## src/rtl/alu_pkg.sv

```systemverilog
// Shared types for the pipelined ALU: opcode encoding and the result flag bundle.
package alu_pkg;

  typedef enum logic [3:0] {
    ALU_ADD  = 4'd0,
    ALU_SUB  = 4'd1,
    ALU_AND  = 4'd2,
    ALU_OR   = 4'd3,
    ALU_XOR  = 4'd4,
    ALU_SLT  = 4'd5,
    ALU_SLTU = 4'd6,
    ALU_SLL  = 4'd7,
    ALU_SRL  = 4'd8,
    ALU_SRA  = 4'd9
  } alu_op_e;

  typedef struct packed {
    logic zero;
    logic neg;
    logic ovf;
    logic carry;
    logic err;
  } alu_flags_t;

  // Highest legal opcode; anything above it is reported through the err flag.
  localparam int unsigned ALU_OP_LAST = 9;

  localparam int unsigned ALU_FLAGS_W = $bits(alu_flags_t);

endpackage

```

## src/rtl/alu_pipe_stage.sv

```systemverilog
// One elastic valid/ready register slice. The payload is held untouched while
// the downstream side stalls, and the slice refills in the same cycle it drains.
module alu_pipe_stage #(
  parameter int DW = 8
) (
  input  logic          clk,
  input  logic          rst_n,
  input  logic          in_valid,
  output logic          in_ready,
  input  logic [DW-1:0] in_data,
  output logic          out_valid,
  input  logic          out_ready,
  output logic [DW-1:0] out_data
);

  logic          valid_q, valid_d;
  logic [DW-1:0] data_q, data_d;

  // Accept when empty or when the current entry leaves this cycle.
  always_comb begin
    in_ready = !valid_q || out_ready;
    valid_d  = valid_q;
    data_d   = data_q;
    if (in_ready) begin
      valid_d = in_valid;
      if (in_valid) begin
        data_d = in_data;
      end
    end
  end

  // Slice state; reset clears the payload too so outputs read zero afterwards.
  always_ff @(posedge clk or negedge rst_n) begin
    if (!rst_n) begin
      valid_q <= 1'b0;
      data_q  <= '0;
    end else begin
      valid_q <= valid_d;
      data_q  <= data_d;
    end
  end

  assign out_valid = valid_q;
  assign out_data  = data_q;

endmodule

```

## src/rtl/alu_pipe.sv

```systemverilog
// Pipelined ALU: the operation is evaluated at acceptance and the result,
// flags and tag then travel through a chain of elastic register slices.
module alu_pipe
  import alu_pkg::*;
#(
  parameter int WIDTH  = 32,
  parameter int STAGES = 2,
  parameter int TAG_W  = 4
) (
  input  logic             clk,
  input  logic             rst_n,
  input  logic             req_valid,
  output logic             req_ready,
  input  logic [WIDTH-1:0] a,
  input  logic [WIDTH-1:0] b,
  input  logic [3:0]       op,
  input  logic [TAG_W-1:0] tag,
  output logic             rsp_valid,
  input  logic             rsp_ready,
  output logic [WIDTH-1:0] result,
  output logic [TAG_W-1:0] rsp_tag,
  output logic             zero,
  output logic             neg,
  output logic             ovf,
  output logic             carry,
  output logic             err,
  output logic             busy
);

  localparam int SH_W = $clog2(WIDTH);
  localparam int MSB  = WIDTH - 1;
  localparam int DW   = WIDTH + ALU_FLAGS_W + TAG_W;

  alu_op_e          op_e;
  logic [SH_W-1:0]  shamt;
  logic [WIDTH:0]   sum_w;
  logic [WIDTH:0]   diff_w;
  logic [WIDTH-1:0] alu_res;
  alu_flags_t       alu_flags;

  assign op_e  = alu_op_e'(op);
  assign shamt = b[SH_W-1:0];

  // Operation and flag evaluation on the request operands.
  always_comb begin
    alu_res   = '0;
    alu_flags = '0;
    sum_w     = {1'b0, a} + {1'b0, b};
    diff_w    = {1'b0, a} - {1'b0, b};
    case (op_e)
      ALU_ADD: begin
        alu_res         = sum_w[WIDTH-1:0];
        alu_flags.carry = sum_w[WIDTH];
        alu_flags.ovf   = (a[MSB] == b[MSB]) && (sum_w[MSB] != a[MSB]);
      end
      ALU_SUB: begin
        alu_res         = diff_w[WIDTH-1:0];
        alu_flags.carry = !diff_w[WIDTH];
        alu_flags.ovf   = (a[MSB] != b[MSB]) && (diff_w[MSB] != a[MSB]);
      end
      ALU_AND:  alu_res = a & b;
      ALU_OR:   alu_res = a | b;
      ALU_XOR:  alu_res = a ^ b;
      ALU_SLT:  alu_res = {{(WIDTH-1){1'b0}}, ($signed(a) < $signed(b))};
      ALU_SLTU: alu_res = {{(WIDTH-1){1'b0}}, (a < b)};
      ALU_SLL:  alu_res = a << shamt;
      ALU_SRL:  alu_res = a >> shamt;
      ALU_SRA:  alu_res = $signed(a) >>> shamt;
      default:  alu_res = '0;
    endcase
    if (op > 4'(ALU_OP_LAST)) begin
      alu_res       = '0;
      alu_flags.err = 1'b1;
    end
    alu_flags.zero = (alu_res == '0);
    alu_flags.neg  = alu_res[MSB];
  end

  logic          stg_valid [0:STAGES];
  logic          stg_ready [0:STAGES];
  logic [DW-1:0] stg_data  [0:STAGES];
  logic [STAGES-1:0] occupied;

  assign stg_valid[0]      = req_valid;
  assign stg_data[0]       = {alu_res, alu_flags, tag};
  assign stg_ready[STAGES] = rsp_ready;

  genvar gi;
  generate
    for (gi = 0; gi < STAGES; gi++) begin : g_stage
      alu_pipe_stage #(.DW(DW)) u_stage (
        .clk       (clk),
        .rst_n     (rst_n),
        .in_valid  (stg_valid[gi]),
        .in_ready  (stg_ready[gi]),
        .in_data   (stg_data[gi]),
        .out_valid (stg_valid[gi+1]),
        .out_ready (stg_ready[gi+1]),
        .out_data  (stg_data[gi+1])
      );
      assign occupied[gi] = stg_valid[gi+1];
    end
  endgenerate

  alu_flags_t rsp_flags;

  assign req_ready = stg_ready[0];
  assign rsp_valid = stg_valid[STAGES];
  assign {result, rsp_flags, rsp_tag} = stg_data[STAGES];
  assign zero  = rsp_flags.zero;
  assign neg   = rsp_flags.neg;
  assign ovf   = rsp_flags.ovf;
  assign carry = rsp_flags.carry;
  assign err   = rsp_flags.err;
  assign busy  = |occupied;

endmodule

```

## config.mk

```make
export PLATFORM = sky130hd
export DESIGN_NAME = alu_pipe
export DESIGN_NICKNAME = d
export VERILOG_FILES = /design/src/rtl/alu_pkg.sv /design/src/rtl/alu_pipe_stage.sv /design/src/rtl/alu_pipe.sv
export SDC_FILE = /design/constraint.sdc
export NUM_CORES = 1
export LEC_CHECK = 0
export ABC_AREA = 1
export BUFFER_PORTS_ARGS = -buffer_cell sky130_fd_sc_hd__buf_2
export CAP_MARGIN = 40
export CORE_ASPECT_RATIO = 1.1
export CORE_MARGIN = 2
export CORE_UTILIZATION = 39
export DETAILED_ROUTE_END_ITERATION = 10
export PLACE_DENSITY = 0.6
export SETUP_SLACK_MARGIN = 0.5
export SKIP_CTS_REPAIR_TIMING = 1
export SLEW_MARGIN = 10
export SYNTH_ARGS = -nofsm -noshare
export SYNTH_HDL_FRONTEND = slang
export SYNTH_SLANG_ARGS = --single-unit
```

## constraint.sdc

```tcl
create_clock -name clk -period 3.2 [get_ports clk]
set_clock_uncertainty 0.15 [all_clocks]
set_input_delay 0.48 -clock clk [delete_from_list [all_inputs] [get_ports clk]]
set_output_delay 0.48 -clock clk [all_outputs]
set_load 0.01 [all_outputs]
```

# == Word-level counts from Yosys, hierarchy flattened ==
# Index checks and enable logic that the tools add are counted.
# word_totals
register_bits,84
latch_bits,0
ram_bits,0
mem_bits_ro,0
input_bits,76
out_inout_bits,44
mem_count,0
# op_classes
n_addsub,2
mul,0
n_div,0
order_cmp,3
eq_ne,13
shift,3
muxes,4
bitwise_logic,3
reduce_logical,12
# ops
op,count
$pmux 32 s10,1
$lt 32x32->1,2
$add 32x32->33,1
$sub 32x32->33,1
$and 32x32->32,1
$logic_not 32->1,1
$mux 32,1
$or 32x32->32,1
$shl 32x5->32,1
$shr 32x5->32,1
$sshr 32x5->32,1
$xor 32x32->32,1
$eq 4x3->1 const B,4
$eq 4x2->1 const B,2
$eq 4x4->1 const B,2
$eq 4x1->1 const B,1
$gt 4x4->1 const B,1
$logic_not 4->1,1
$pmux 2 s2,1
$reduce_and 2->1,2
$logic_not 1->1,3
$ne 1x1->1,3
$logic_and 1x1->1,2
$logic_or 1x1->1,2
other kinds (3),3

# == Longest topological paths before layout ==
# logic_depth
ltp_word,4
depth_mapped,25
depth_no_buf,22

# == Modules after synthesis ==
# A second synthesis with hierarchy kept.
# unflattened
hier_cells,2554
area_unflattened_um2,13949.6
# modules_own_cells
mod,instances,cells_per_inst,area_per_inst_um2
alu_pipe,1,2190,10566.4
alu_pipe_stage,2,182,1691.6

# == Worst setup path before layout ==
# No wires, ideal clock.
# synth_timing
path_kind,input-to-reg
startpoint,in b[2]
endpoint,reg g_stage[0].u_stage.data_q[8]
arrival_time_ps,2805
setup_slack_ps,179
path_stages,22
path_buffers,3
path_cell_list,buf_2 > inv_1 > buf_2 > buf_2 > ha_1 > inv_1 > nand2_1 > nand2_1 > nand3_1 > nand2_1 > nand2_1 > nand2_1 > nand2_1 > a21oi_1 > nor2_1 > nor2_2 > nand3_1 > nor2_1 > nand3_1 > nor2_1 > nand2_1 > nand2_1
# synth_between
elab_chain_len,4
# synth_lines
item,line,source
"start, declared",alu_pipe.sv:15,"input logic [WIDTH-1:0] b,"
"$sub 32x32->33, or another cell as far along",alu_pipe.sv:49,"diff_w = {1'b0, a} - {1'b0, b};"
$pmux 32 s10 (*),alu_pipe.sv:50,case (op_e)
$mux 32 (*),alu_pipe.sv:71,if (op > 4'(ALU_OP_LAST)) begin
$logic_not 32->1 (*),alu_pipe.sv:75,alu_flags.zero = (alu_res == '0);
"end signal, assigned",alu_pipe_stage.sv:39,data_q <= data_d;
"end, declared",alu_pipe_stage.sv:17,"logic [DW-1:0] data_q, data_d;"
# Every way passes the cells marked *; elsewhere a longest branch is shown, timed or not.
# A chain may end at the register's enable or synchronous reset.

# == Worst setup path after layout ==
# layout_timing
startpoint,in a[6]
endpoint,reg g_stage[0].u_stage.data_q[8]
# layout_between
elab_chain_len,4
# layout_lines
item,line,source
"start, declared",alu_pipe.sv:14,"input logic [WIDTH-1:0] a,"
"$sub 32x32->33, or another cell as far along",alu_pipe.sv:49,
$pmux 32 s10 (*),alu_pipe.sv:50,
$mux 32 (*),alu_pipe.sv:71,
$logic_not 32->1 (*),alu_pipe.sv:75,
# Marked as above.

==> impl_metrics.json <==
{
  "drive_above_1_share": 0.300,
  "clkTransAtPathRegs_ns": 0.07,
  "timing.fmax_mhz": 364,
  "yosysSeqAreaShare": 0.161,
  "grt_remaining_overflow": 0,
  "gp_congestion": 1.02,
  "critical_path.top_delay_family": "simple AND/OR/NAND/NOR gates",
  "critPathSlowestCell": "ha_4",
  "synth.area.top_cells": "nand2_1 21%, nand3_1 19%, dfrtp_1 16%",
  "synth_top_area_frac": 0.210,
  "path_cells": "clkbuf_4 -> inv_2 -> ha_4 -> buf_4 -> nand2_2 -> inv_1 -> a21oi_2 -> nand2_4 -> buf_4 -> xor2_1 -> nor2_1 -> nor2_4 -> nand2_2 -> nor2_2 -> nand2_2 -> nor2_4 -> nand3_2 -> nor2_2 -> nand2_1 -> nand2_1",
  "syn_nets": 2484,
  "wl_per_cell_um": 22.7,
  "hold_viol_final": 0,
  "synth_edf_count": 0,
  "grt_pass1_vias": 17100,
  "critPathKind": "input port to flip-flop",
  "fin_setup_tns_ns": 0,
  "slew_violations": 0,
  "tightestPinTransition_ns": 0.509,
  "syn_inst": 2309,
  "core_area_mm2": 0.0323,
  "syn-mean-instance-area_um2": 5.53,
  "period_minus_slack_ns": 2.75,
  "track_usage": 0.404,
  "die_area_mm2": 0.0342,
  "hpwlAfterDp_mm": 59.8,
  "holdCritPathClass": "input port to flip-flop",
  "diodes": 0,
  "vias": 18000,
  "cp.buffers_inverters": 5,
  "most-common-layout-cells": "641 x nand2_1, 458 x nand3_1, 378 x buf_4",
  "die_y_um": 194,
  "setup_violations": 0,
  "leakage_nw": 9.61,
  "ir_worst_vdd_v": 0.000246,
  "cts_sinks": 82,
  "ant_nets": 0,
  "initial_core_util": 0.396,
  "clock_path_buffers": 2,
  "synth_top_area_cell": "nand2_1",
  "grt_max_degree": 69,
  "slowest_delay_ns": 0.26,
  "required_ns": 3.33,
  "nets": 2910,
  "ys_ff_latch": 82,
  "maxCapViolations": 0,
  "synth_flop_cell": "dfrtp_1",
  "final_common_cell": "nand2_1",
  "startpoint_type": "input port",
  "drt_drc_violations_left": 0,
  "dr.pass1.iters": 10,
  "io_buffers": 119,
  "cts_tree": "built",
  "grt_first_pass_wirelength_mm": 103,
  "htreeDepth": 3,
  "rsz0062_at_grt": "yes",
  "fill_cells": 3334,
  "async_flop_share": 1.00,
  "die_w_um": 177,
  "crit_top_cell": "nand2_2",
  "cts-root-buf": "clkbuf_16",
  "grt_antenna_before_repair": 5,
  "pin_count": 120,
  "rows": 69,
  "area_growth_syn_to_layout_pct": 41.8,
  "vias_per_cell": 5.67,
  "synthesis.area_mm2": 0.0128,
  "end_kind": "flip-flop",
  "yosys_warnings": 0,
  "timing.slew.headroom": 0.661,
  "fin_cells": 3166,
  "power_density_mw_per_mm2": 315,
  "cp.arrival_ns": 2.88,
  "drt_iter0_markers": 1720,
  "routed_wl_mm": 71.9,
  "fin_crit_sh": 0.859,
  "clk-insertion-delay-late_ns": 0.34,
  "ys_types": 43,
  "run_status": "finished clean",
  "path_max_fanout": 5,
  "cts_buffers": 9,
  "post-place-cells": 3130
}
==> report_power, final <==
part	internal, W	leakage (nW)	switching [W]
clock	0.000534	0.123	0.000436
combinational	0.00132	8.44	0.00201
sequential	0.00127	1.05	0.000123
==> metrics by stage <==
stage                     power (W)  instance area (um^2)  setup slack [ns]  utilization  hold WS [ns]
after global placement      0.00432                 16400            -0.435        0.507         0.313
after global routing        0.00601                 18100             0.354        0.561         0.224
after floorplan             0.00288                 12800             0.505            -        0.0344
after detailed placement    0.00437                 16400            -0.434        0.508         0.205
after CTS                   0.00534                 16700           -0.0902        0.517        -0.150
final                       0.00570                 18100             0.451        0.561         0.192
==> layout make-up <==
class                           instances  area [um^2]  share of cell area
Multi-Input combinational cell       1858        10400               0.576
Sequential cell                        82         2050               0.113
Tap cell                              426          533              0.0294
Timing Repair Buffer                  515         3790               0.209
Inverter                              269         1020              0.0564
Clock inverter                          6         50.0             0.00276
Clock buffer                           10          229              0.0126
==> Yosys cell counts (2+ instances only) <==
master / instances
dfrtp_1: 82
xor2_1: 4
clkinv_1: 2
o22ai_1: 14
inv_2: 5
buf_2: 54
nand2_1: 714
o211ai_1: 8
nand4_1: 24
clkbuf_1: 29
nand3b_1: 9
ha_1: 97
mux2_2: 21
nor3_1: 20
o21ai_1: 2
o221ai_1: 2
a21o_1: 3
o21a_1: 2
a211oi_1: 2
buf_1: 11
a22oi_1: 2
fa_1: 2
or2_2: 3
a21oi_1: 104
nand3_1: 490
nor2_2: 5
nor4_1: 3
o21ai_0: 92
buf_6: 2
nor2_1: 208
a31oi_1: 5
o21bai_1: 5
buf_4: 4
and2_1: 3
o31ai_1: 4
nand2_2: 4
inv_1: 261
nor3b_1: 2
==> cells by family (layout without fill, tap and decap cells) <==
group / Yosys count / count (layout) / synth area share
buffers and inverters: 369 / 800 / 0.116
AOI/OAI and AO/OA: 248 / 248 / 0.105
adders and majority gates: 99 / 99 / 0.0981
xor gates and xnor gates: 4 / 4 / 0.00274
muxes: 21 / 21 / 0.0185
and+or+nand+nor: 1486 / 1486 / 0.498
DFF: 82 / 82 / 0.161
==> worst register-to-register path, stage by stage (launching register included) <==
cell and delay (ns):
dfrtp_1 0.40, nand3_1 0.15, nand2_1 0.30, a21oi_1 0.22, nand3_1 0.09, nor3_1 0.14
buf_4 0.16, nand2_1 0.14, a21oi_1 0.17, buf_4 0.15, nand3_1 0.09, nor2_1 0.13
nand3_2 0.09, nor2_2 0.10, nand2_1 0.06, nand2_1 0.06
==> worst paths after layout <==
| check | from | to | slack [ns] | cells after the start |
|---|---|---|---|---|
| max | a[6] | g_stage[0].u_stage.out_data[8] | 0.45 | 20 |
| min | tag[3] | g_stage[0].u_stage.out_data[3] | 0.19 | 3 |
| max reg2reg | g_stage[1].u_stage.out_valid | g_stage[0].u_stage.out_data[8] | 0.54 | 15 |
| min reg2reg | g_stage[0].u_stage.out_data[21] | g_stage[0].u_stage.out_data[21] | 0.33 | 2 |
| max in group asynchronous | rst_n | g_stage[0].u_stage.out_data[4] | 1.92 | 3 |
| min in group asynchronous | rst_n | g_stage[0].u_stage.out_data[32] | 0.40 | 2 |
==> metal layers <==
layer	GRT usage	up-vias	part of all wire
met5	0	-	0.00036
met4	0.218	4	0.072
met3	0.0618	238	0.076
met2	0.677	906	0.46
met1	0.493	8407	0.39
li1	-	8408	-
==> sequential cells by signal (all words and copies together), names as in the netlist <==
signal	flops
g_stage.u_stage.out_valid	2
g_stage.u_stage.out_data	80
Note: power is estimated with default switching activity, not from simulation.
